$ cat config.mk
export PLATFORM = sky130hd
export DESIGN_NAME = vga_tile_mem_arbiter_flat
export DESIGN_NICKNAME = d
export VERILOG_FILES = /design/src/rtl/vga_tile_mem_arbiter_if.sv /design/src/rtl/vga_tile_mem_arbiter.sv /design/src/flat_wrapper.sv
export SDC_FILE = /design/constraint.sdc
export NUM_CORES = 1
export LEC_CHECK = 0
export ABC_AREA = 1
export CELL_PAD_IN_SITES_DETAIL_PLACEMENT = 1
export CELL_PAD_IN_SITES_GLOBAL_PLACEMENT = 1
export CORE_MARGIN = 4
export CORE_UTILIZATION = 32
export CTS_BUF_LIST = sky130_fd_sc_hd__clkbuf_8
export CTS_CLUSTER_SIZE = 10
export DETAILED_ROUTE_END_ITERATION = 8
export PLACE_DENSITY = 0.78
export SLEW_MARGIN = 40
export SYNTH_ARGS = -nofsm -noshare
export SYNTH_HDL_FRONTEND = slang
export SYNTH_SLANG_ARGS = --single-unit
$ cat constraint.sdc
create_clock -name clk -period 2 [get_ports clk]
set_clock_uncertainty 0.15 [all_clocks]
set_input_delay 0.4 -clock clk [delete_from_list [all_inputs] [get_ports clk]]
set_output_delay 0.4 -clock clk [all_outputs]
set_load 0.1 [all_outputs]
$ cat src/rtl/vga_tile_mem_arbiter_if.sv
// rtl/vga_tile_mem_arbiter_if.sv - game-logic write request/grant handshake
// Purpose: carries one tile write from the game engine (master) to the tile
//   RAM arbiter (slave).
// Signals:
//   wr_req   master->slave  write request, held until wr_gnt
//   wr_addr  master->slave  tile address, stable while wr_req is high
//   wr_data  master->slave  tile code, stable while wr_req is high
//   wr_gnt   slave->master  1-clk pulse, write accepted this cycle
interface vga_tile_mem_arbiter_if #(
  parameter int ADDR_W = 11,
  parameter int DATA_W = 4
);
  logic              wr_req;
  logic [ADDR_W-1:0] wr_addr;
  logic [DATA_W-1:0] wr_data;
  logic              wr_gnt;

  modport master (output wr_req, output wr_addr, output wr_data, input wr_gnt);
  modport slave  (input wr_req, input wr_addr, input wr_data, output wr_gnt);
endinterface

$ cat src/rtl/vga_tile_mem_arbiter.sv
// rtl/vga_tile_mem_arbiter.sv - single-port tile RAM arbiter, display fetch vs game writes
// Purpose: shares one tile RAM between the VGA tile fetch (absolute priority,
//   fixed latency), an optional full-board clear sweep, and game writes.
// Optional feature: define TILE_ARB_CLEAR_EN to build the clear sweep.
// Ports:
//   clk, rst_n         system clock, async active-low reset
//   pix_en             1-clk pulse per pixel
//   hcount, vcount     current pixel column / line from the timing generator
//   fetch_tile/_vld    fetched tile code (held) and its 1-clk update strobe
//   wr                 game write handshake (slave modport)
//   clear_req/_busy    start pulse / in-progress flag of the clear sweep
//   mem_addr/_we/_wdata registered tile RAM command
//   mem_rdata          tile RAM read data, 1-clk latency
module vga_tile_mem_arbiter #(
  parameter int H_ACTIVE   = 640,
  parameter int H_TOTAL    = 800,
  parameter int V_ACTIVE   = 480,
  parameter int V_TOTAL    = 525,
  parameter int TILE_SHIFT = 4,
  parameter int COLS       = H_ACTIVE >> TILE_SHIFT,
  parameter int ROWS       = V_ACTIVE >> TILE_SHIFT,
  parameter int ADDR_W     = 11,
  parameter int DATA_W     = 4
) (
  input  logic                   clk,
  input  logic                   rst_n,
  input  logic                   pix_en,
  input  logic [9:0]             hcount,
  input  logic [9:0]             vcount,
  output logic [DATA_W-1:0]      fetch_tile,
  output logic                   fetch_vld,
  vga_tile_mem_arbiter_if.slave  wr,
  input  logic                   clear_req,
  output logic                   clear_busy,
  output logic [ADDR_W-1:0]      mem_addr,
  output logic                   mem_we,
  output logic [DATA_W-1:0]      mem_wdata,
  input  logic [DATA_W-1:0]      mem_rdata
);

  localparam logic [9:0] H_ACT_M1 = 10'(H_ACTIVE - 1);
  localparam logic [9:0] H_TOT    = 10'(H_TOTAL);
  localparam logic [9:0] H_TOT_M1 = 10'(H_TOTAL - 1);
  localparam logic [9:0] V_ACT    = 10'(V_ACTIVE);
  localparam logic [9:0] V_TOT    = 10'(V_TOTAL);
  localparam logic [9:0] V_TOT_M1 = 10'(V_TOTAL - 1);
  localparam logic [ADDR_W-1:0] COLS_A    = ADDR_W'(COLS);
  localparam logic [ADDR_W-1:0] LAST_TILE = ADDR_W'(COLS * ROWS - 1);
  localparam logic [TILE_SHIFT-1:0] TILE_END = '1;

  typedef enum logic [1:0] {IDLE, FETCH, FETCH_WAIT, WRITE} state_t;

  state_t              state_q, state_d;
  logic [ADDR_W-1:0]   mem_addr_q, mem_addr_d;
  logic                mem_we_q, mem_we_d;
  logic [DATA_W-1:0]   mem_wdata_q, mem_wdata_d;
  logic [DATA_W-1:0]   fetch_tile_q, fetch_tile_d;
  logic                fetch_vld_q, fetch_vld_d;
  logic                wr_gnt_q, wr_gnt_d;

  // Fetch slot: the last pixel of a tile, when the following pixel is visible.
  logic                slot;
  logic [9:0]          h_next, v_next, f_col, f_row;
  logic [ADDR_W-1:0]   slot_addr;

  always_comb begin
    slot   = 1'b0;
    f_col  = '0;
    f_row  = '0;
    h_next = hcount + 10'd1;
    v_next = (vcount == V_TOT_M1) ? 10'd0 : vcount + 10'd1;
    if (pix_en && hcount < H_TOT && vcount < V_TOT &&
        hcount[TILE_SHIFT-1:0] == TILE_END) begin
      if (hcount < H_ACT_M1) begin
        f_col = h_next >> TILE_SHIFT;
        f_row = vcount >> TILE_SHIFT;
        slot  = vcount < V_ACT;
      end else if (hcount == H_TOT_M1) begin
        // End of line: prefetch column 0 of the next line (wraps at frame end).
        f_row = v_next >> TILE_SHIFT;
        slot  = v_next < V_ACT;
      end
    end
  end

  assign slot_addr = ADDR_W'(f_row) * COLS_A + ADDR_W'(f_col);

`ifdef TILE_ARB_CLEAR_EN
  logic              clr_busy_q, clr_busy_d;
  logic [ADDR_W-1:0] clr_cnt_q, clr_cnt_d;
  logic              clr_step;

  // A clear write takes any cycle the port is free and no fetch slot claims it.
  assign clr_step = clr_busy_q && !slot && (state_q == IDLE || state_q == WRITE);

  always_comb begin
    clr_busy_d = clr_busy_q;
    clr_cnt_d  = clr_cnt_q;
    if (!clr_busy_q) begin
      if (clear_req) begin
        clr_busy_d = 1'b1;
        clr_cnt_d  = '0;
      end
    end else if (clr_step) begin
      if (clr_cnt_q == LAST_TILE) begin
        clr_busy_d = 1'b0;
        clr_cnt_d  = '0;
      end else begin
        clr_cnt_d = clr_cnt_q + ADDR_W'(1);
      end
    end
  end

  always_ff @(posedge clk or negedge rst_n) begin
    if (!rst_n) begin
      clr_busy_q <= 1'b0;
      clr_cnt_q  <= '0;
    end else begin
      clr_busy_q <= clr_busy_d;
      clr_cnt_q  <= clr_cnt_d;
    end
  end

  assign clear_busy = clr_busy_q;
`else
  logic [ADDR_W:0] unused_sigs;
  assign unused_sigs = {clear_req, LAST_TILE};
  assign clear_busy  = 1'b0;
`endif

  always_comb begin
    state_d      = state_q;
    mem_addr_d   = mem_addr_q;
    mem_we_d     = 1'b0;
    mem_wdata_d  = mem_wdata_q;
    fetch_tile_d = fetch_tile_q;
    fetch_vld_d  = 1'b0;
    wr_gnt_d     = 1'b0;
    case (state_q)
      FETCH: state_d = FETCH_WAIT;
      FETCH_WAIT: begin
        fetch_tile_d = mem_rdata;
        fetch_vld_d  = 1'b1;
        state_d      = IDLE;
      end
      default: begin
        // IDLE or WRITE: the port is free next cycle. A slot may land on the
        // WRITE cycle, so fetches are accepted there too.
        state_d = IDLE;
        if (slot) begin
          state_d    = FETCH;
          mem_addr_d = slot_addr;
`ifdef TILE_ARB_CLEAR_EN
        end else if (clr_busy_q) begin
          mem_addr_d  = clr_cnt_q;
          mem_we_d    = 1'b1;
          mem_wdata_d = '0;
`endif
        end else if (state_q == IDLE && wr.wr_req) begin
          // Only from IDLE: the WRITE cycle spaces grants at least 2 clks apart.
          state_d     = WRITE;
          mem_addr_d  = wr.wr_addr;
          mem_wdata_d = wr.wr_data;
          mem_we_d    = 1'b1;
          wr_gnt_d    = 1'b1;
        end
      end
    endcase
  end

  always_ff @(posedge clk or negedge rst_n) begin
    if (!rst_n) begin
      state_q      <= IDLE;
      mem_addr_q   <= '0;
      mem_we_q     <= 1'b0;
      mem_wdata_q  <= '0;
      fetch_tile_q <= '0;
      fetch_vld_q  <= 1'b0;
      wr_gnt_q     <= 1'b0;
    end else begin
      state_q      <= state_d;
      mem_addr_q   <= mem_addr_d;
      mem_we_q     <= mem_we_d;
      mem_wdata_q  <= mem_wdata_d;
      fetch_tile_q <= fetch_tile_d;
      fetch_vld_q  <= fetch_vld_d;
      wr_gnt_q     <= wr_gnt_d;
    end
  end

  assign mem_addr   = mem_addr_q;
  assign mem_we     = mem_we_q;
  assign mem_wdata  = mem_wdata_q;
  assign fetch_tile = fetch_tile_q;
  assign fetch_vld  = fetch_vld_q;
  assign wr.wr_gnt  = wr_gnt_q;

endmodule

$ cat src/flat_wrapper.sv
// flat-port wrapper written by rule: the top's interface ports become plain ports
module vga_tile_mem_arbiter_flat 
#(
  parameter int H_ACTIVE   = 640,
  parameter int H_TOTAL    = 800,
  parameter int V_ACTIVE   = 480,
  parameter int V_TOTAL    = 525,
  parameter int TILE_SHIFT = 4,
  parameter int COLS       = H_ACTIVE >> TILE_SHIFT,
  parameter int ROWS       = V_ACTIVE >> TILE_SHIFT,
  parameter int ADDR_W     = 11,
  parameter int DATA_W     = 4
)
  (clk, rst_n, pix_en, hcount, vcount, fetch_tile, fetch_vld, clear_req, clear_busy, mem_addr, mem_we, mem_wdata, mem_rdata, wr_wr_req, wr_wr_addr, wr_wr_data, wr_wr_gnt);
  vga_tile_mem_arbiter_if #(.ADDR_W(ADDR_W), .DATA_W(DATA_W)) wr_i ();
  input  logic clk;
  input  logic rst_n;
  input  logic pix_en;
  input  logic [9:0] hcount;
  input  logic [9:0] vcount;
  output logic [DATA_W-1:0] fetch_tile;
  output logic fetch_vld;
  input  logic clear_req;
  output logic clear_busy;
  output logic [ADDR_W-1:0] mem_addr;
  output logic mem_we;
  output logic [DATA_W-1:0] mem_wdata;
  input  logic [DATA_W-1:0] mem_rdata;
  input wire logic [$bits(wr_i.wr_req)-1:0] wr_wr_req;
  input wire logic [$bits(wr_i.wr_addr)-1:0] wr_wr_addr;
  input wire logic [$bits(wr_i.wr_data)-1:0] wr_wr_data;
  output wire logic [$bits(wr_i.wr_gnt)-1:0] wr_wr_gnt;
  assign wr_i.wr_req = wr_wr_req;
  assign wr_i.wr_addr = wr_wr_addr;
  assign wr_i.wr_data = wr_wr_data;
  assign wr_wr_gnt = wr_i.wr_gnt;
  vga_tile_mem_arbiter #(.H_ACTIVE(H_ACTIVE), .H_TOTAL(H_TOTAL), .V_ACTIVE(V_ACTIVE), .V_TOTAL(V_TOTAL), .TILE_SHIFT(TILE_SHIFT), .COLS(COLS), .ROWS(ROWS), .ADDR_W(ADDR_W), .DATA_W(DATA_W)) u_core (.clk(clk), .rst_n(rst_n), .pix_en(pix_en), .hcount(hcount), .vcount(vcount), .fetch_tile(fetch_tile), .fetch_vld(fetch_vld), .wr(wr_i), .clear_req(clear_req), .clear_busy(clear_busy), .mem_addr(mem_addr), .mem_we(mem_we), .mem_wdata(mem_wdata), .mem_rdata(mem_rdata));
endmodule
### After elaboration in Yosys (flattened, before gate mapping)

Index checks and enable logic that the tools add are counted.

| cells by class | value |
|---|---|
| add/sub/neg operators | 3 |
| $mul | 1 |
| $lt $le $gt $ge | 5 |
| equal/unequal tests | 5 |
| muxes and demuxes | 18 |
| bitwise operators | 2 |
| reductions and logical operators | 9 |

Operators with widths:

| kind | number |
|---|---|
| $lt A10 B10 Y1 const B | 3 |
| $mux W10 | 3 |
| $mux W11 | 2 |
| $add A10 B1 Y10 const B | 2 |
| $eq A10 B10 Y1 const B | 2 |
| $lt A10 B9 Y1 const B | 2 |
| $mux W6 | 3 |
| $add A11 B10 Y11 | 1 |
| $mul A10 B3 Y8 const B | 1 |
| $mux W1 | 7 |
| $eq A4 B4 Y1 const B | 1 |
| $logic_and A1 B1 Y1 | 4 |
| $mux W2 | 2 |
| $pmux W2 S2 | 1 |
| $reduce_and A3 Y1 | 1 |
| $eq A2 B1 Y1 const B | 1 |
| $eq A2 B2 Y1 const B | 1 |
| $logic_not A2 Y1 | 1 |
| $not A1 Y1 | 2 |
| $reduce_and A2 Y1 | 1 |
| $reduce_bool A2 Y1 | 1 |
| $reduce_or A2 Y1 | 1 |

| storage, ports and cells | value |
|---|---|
| bits in registers | 23 |
| bits of input ports | 44 |
| output and inout bits | 23 |
| logic and storage cells | 49 |

### Logic depth before layout (Yosys ltp)

Gate-level depths: netlist of run 1.

| depth | value |
|---|---|
| depth after elaboration | 8 |
| mapped depth | 23 |
| depth with buffers taken out | 22 |

### Least setup slack after synthesis of run 1

Ideal clock, no wire load.

| path | value |
|---|---|
| path kind | in2reg |
| start | input vcount[4] |
| end | register u_core.mem_addr_q[10] (netlist: u_core.mem_addr[10]) |
| library setup time | 120 ps |
| data arrival time | 2,835 ps |
| data required time | 1,730 ps |
| path slack | -1,105 ps |
| stages on the path | 20 |
| buffers on the path | 1 |
| cell sequence | buf_6 > nor2_2 > nand2_1 > o21ai_2 > nand3_2 > inv_1 > nand2_1 > a22oi_1 > ha_1 > fa_1 > xnor2_1 > nor2_1 > nand2_1 > nand2_1 > nand2_1 > nand2_1 > nand2_1 > nand2_1 > nand2_1 > nand2_1 |

| on the way | value |
|---|---|
| cells in the longest elaborated chain, start to end | 8 |
| elaborated cells on any way between the ends | 20 |
| classes of those cells | 2 x add/sub; 1 x mul; 3 x order compare; 1 x eq/ne; 9 x mux; 4 x reduce/logical |

Ends and longest elaborated chain:

| item | line | RTL |
|---|---|---|
| from (decl) | flat_wrapper.sv:20 | `input logic [9:0] vcount;` |
| $add A10 B1 Y10 / $eq A10 B10 Y1 (equally long branches) | vga_tile_mem_arbiter.sv:71 | `v_next = (vcount == V_TOT_M1) ? 10'd0 : vcount + 10'd1;` |
| $mux W10 | vga_tile_mem_arbiter.sv:71 |  |
| $mux W6 / $lt A10 B9 Y1 (equally long branches) | vga_tile_mem_arbiter.sv:78, vga_tile_mem_arbiter.sv:81 |  |
| $mux W10 / $mux W1 (equally long branches) | vga_tile_mem_arbiter.sv:74, vga_tile_mem_arbiter.sv:78 |  |
| $mux W10 / $mux W1 (equally long branches) | vga_tile_mem_arbiter.sv:72, vga_tile_mem_arbiter.sv:74 |  |
| $mul A10 B3 Y8 / $mux W1 (equally long branches) | vga_tile_mem_arbiter.sv:86, vga_tile_mem_arbiter.sv:72 |  |
| $add A11 B10 Y11 / $reduce_bool A2 Y1 (equally long branches) | - |  |
| $mux W11 / $reduce_and A2 Y1 (equally long branches) | - |  |
| to (signal assigned) | vga_tile_mem_arbiter.sv:182 | `mem_addr_q <= mem_addr_d;` |
| to (decl) | vga_tile_mem_arbiter.sv:54 | `logic [ADDR_W-1:0] mem_addr_q, mem_addr_d;` |

Several ways; a longest one is shown, not always the timed one.
A chain may end at the register's enable or synchronous reset.

### Worst setup path in the final report of run 1

| path | value |
|---|---|
| start | input vcount[6] |
| end | register u_core.mem_addr_q[10] (netlist: u_core.mem_addr[10]) |

The elaborated chain is that of the path after synthesis.

==> run_results.csv, run 1 <==
group,metric,value,unit
detailed_routing,ant_nets,0,
synth,ys.flop_type,"dfrtp_1",
setup_path,cp.required,2.02,ns
sta,drv_slew,0,
clocking,root_buffer,"clkbuf_8",
die,placementRows,28,
pwr,netSwitchingFraction,58.4,%
pwr,peakVddDrop,1.52,mV
setup_path,crit_path_end_kind,"register",
placed_design,dp_hpwl,6300,um
detailed_routing,route.met3.wl,979,um
clocking,cts.htree.levels,1,
clocking,cts_num_sinks,23,
sta,final-setup-viol-count,15,
synth,synthArstFlopShare,100,%
sta,fin_crit,3.31,ns
detailed_routing,routed_wl,14800,um
grt,grt_pass1_vias,3240,
placed_design,placed_cells,487,
flow_run,drv_cap,0,
synth,synth_edf_count,0,
synth,ys_ff_latch,23,
layout,stdcell_area,4330,um^2
clocking,path_clk_slew,0.10,ns
layout,final_cell_mix,"buf_4 (84), nand2_1 (76), nand2_2 (31), buf_6 (23), dfrtp_1 (23)",
synth,ys_types,32,
layout,seq_area,576,um^2
run_status,violations,"setup timing",
min_path,hold_class,"in -> async",
grt,grtUsageTotal,31.8,%
sta,rsz0062_at_grt,"true",
layout,drive_above_1_share,59.4,%
pwr,clkPwrFrac,6.5,%
placed_design,gp_congestion,0.806,
grt,antenna_found_initial,0,
detailed_routing,routedWlPerCell,28.0,um
die,core_area,5920,um^2
die,start_util,33.2,%
detailed_routing,drt_first_iter_violations,203,
clocking,cts_tree,"built",
layout,n_antenna_cell,0,
synth,syn_area,1960,um^2
layout,multi_input_area,1890,um^2
setup_path,start_kind,"input pin",
placed_design,portBuffers,64,
synth,yosys_warnings,0,
grt,grt_remaining_overflow,0,
detailed_routing,top_layer_used,"met4",
setup_path,crit_path_max_fanout,4,
sta,fmaxAchievable,302,MHz
setup_path,arrival,3.33,ns
synth,syn_avg_cell_area,6.61,um^2
pwr,power_frac_seq,20.1,%
sta,setup_slack,-1.31,ns
die,dieArea,7450,um^2
pwr,p_sw,2.90,mW
layout,nets,512,
synth,syn_inst,297,
setup_path,critical_path_class,"in -> reg",
clocking,worstSkewPairLatency,0.27,ns
detailed_routing,wl_met1,4800,um
clocking,cts_max_path_buffers,2,
layout,finalNonFillerCells,528,
die,die_w,86.3,um
placed_design,placed_area,3430,um^2
detailed_routing,drt_pass1_iterations,4,
clocking,numCtsBuffers,3,
layout,final_common_cell,"buf_4",
layout,area_growth,121,%
grt,grt_pass1_wl,17800,um
layout,fillCellCount,632,
die,die_y,86.3,um
grt,grt_max_degree,24,
sta,hold_viol,0,
pwr,p_int,2.07,mW
sta,finalCritPeriodShare,166,%
pwr,powerDensity,1150,nW/um^2
detailed_routing,vias,3061,
detailed_routing,viasPerCell,5.80,
layout,fin_util,73.1,%
detailed_routing,wl_met2,7520,um
die,io_pins,67,
run_status,status,"complete, but fails checks",
synth,ys_seq_area_share,29.3,%
pwr,p_leak,2.10,nW
pwr,combPwrFrac,73.4,%
detailed_routing,drc,0,
[cells by family after synthesis]
| logic type | share of synthesized area (%) |
|---|---|
| simple gates | 42.0 |
| fa+ha+maj | 9.69 |
| mux | 2.29 |
| flops | 29.3 |
| other cells | 0.191 |
| compound gates | 5.16 |
| xor+xnor | 3.12 |
| buf+inv | 8.22 |
[registers in the layout, summed over array words and instances (netlist names)]
| name | cells |
|---|---|
| u_core.mem_we | 1 |
| u_core.fetch_vld | 1 |
| u_core.mem_addr | 11 |
| u_core.fetch_tile | 4 |
| u_core.state_q | 2 |
| u_core.mem_wdata | 4 |
[worst max-delay path: stages]
cell and delay (ns):
buf_2 0.14, nor2_2 0.13, nand2_2 0.10, inv_2 0.12
nand3_4 0.13, nand2_4 0.13, nor2_2 0.05, a21oi_2 0.18
buf_4 0.18, nor2_4 0.05, buf_4 0.14, buf_4 0.14
fa_2 0.60, nand3_2 0.09, nor2_2 0.18, nand3_1 0.13
nand2_1 0.11, nand2_2 0.06, nand2_2 0.07, nand2_2 0.06
nand2_2 0.07, nand2_2 0.07
[worst paths after layout]
kind                                    start  slack, ns             endpoint  cells after the start
min in group clk           u_core.mem_addr[1]       0.41   u_core.mem_addr[1]                      2
setup / recovery                    vcount[6]      -1.31  u_core.mem_addr[10]                     22
setup reg to reg            u_core.state_q[1]       0.07  u_core.mem_wdata[0]                      7
hold reg to reg            u_core.mem_addr[1]       0.41   u_core.mem_addr[1]                      2
max in group asynchronous               rst_n       1.09    u_core.state_q[0]                      2
hold / removal                          rst_n       0.35   u_core.mem_addr[0]                      2
[cell type report]
type | count | area share (%)
multi-input cells | 239 | 43.6
repair buffers | 159 | 37.1
flip-flops and latches | 23 | 13.3
inverters | 28 | 2.77
well taps | 75 | 2.17
clock buffers | 3 | 0.953
clock inverters | 1 | 0.116
[metrics by stage]
stage | hold slack (ns) | setup slack (ns) | TNS (ns) | power (mW)
floorplan | -0.0456 | -0.920 | -4.61 | 2.85
CTS | 0.350 | -0.867 | -4.82 | 4.59
global route | 0.387 | -1.41 | -9.00 | 5.07
finish | 0.353 | -1.31 | -7.95 | 4.97
detailed placement | 0.381 | -1.64 | -17.74 | 4.24
global placement | 0.372 | -1.51 | -16.21 | 4.13
[metal layers]
| metal | global-route usage (%) | up-vias |
|---|---|---|
| met4 | 19.8 | 0 |
| met5 | 0 | - |
| met3 | 5.80 | 109 |
| met1 | 29.9 | 1483 |
| met2 | 62.0 | 219 |
| li1 | - | 1250 |
[Yosys cell counts (2+ instances only)]
master / instances / share of area [%]
nand3_2: 3 / 1.5
nand2_1: 117 / 22
fa_1: 2 / 2.0
xor2_1: 6 / 2.7
nand3_1: 28 / 7.1
dfrtp_1: 23 / 29
nor2_2: 3 / 0.96
mux2_2: 4 / 2.3
ha_1: 12 / 7.6
buf_2: 3 / 0.76
inv_1: 27 / 5.2
nor3_1: 2 / 0.51
buf_4: 4 / 1.5
a21oi_1: 6 / 1.5
nor2_1: 33 / 6.3
o21ai_0: 5 / 1.3
nand4_1: 2 / 0.64
nand2_2: 3 / 0.96
[power groups by stage]
| stage | combinational (mW) | sequential [mW] | clock (mW) |
|---|---|---|---|
| 6_report | 3.64 | 0.999 | 0.324 |
| 3_3_place_gp | 3.21 | 0.920 | 0 |
| 2_1_floorplan | 0.577 | 2.28 | 0 |
| 3_5_place_dp | 3.29 | 0.947 | 0 |
| 5_1_grt | 3.72 | 1.01 | 0.340 |
| 4_1_cts | 3.35 | 0.941 | 0.293 |
[what timing repair did]
action | 4_1_cts | 5_1_grt
hold buffers | 0 | 0
buffers inserted | 35 | 16
pin swaps | 70 | 60
gates resized for setup | 148 | 109
endpoints found under the setup margin | 18 | 18
(Power assumes the default switching activity.)
==> run 2: changes to the inputs <==
Settings changed: CTS_CLUSTER_DIAMETER set to 120, HOLD_SLACK_MARGIN set to 0.08.
==> results of run 2 <==
No change in the layout: final DEF, timing and power equal those of run 1.
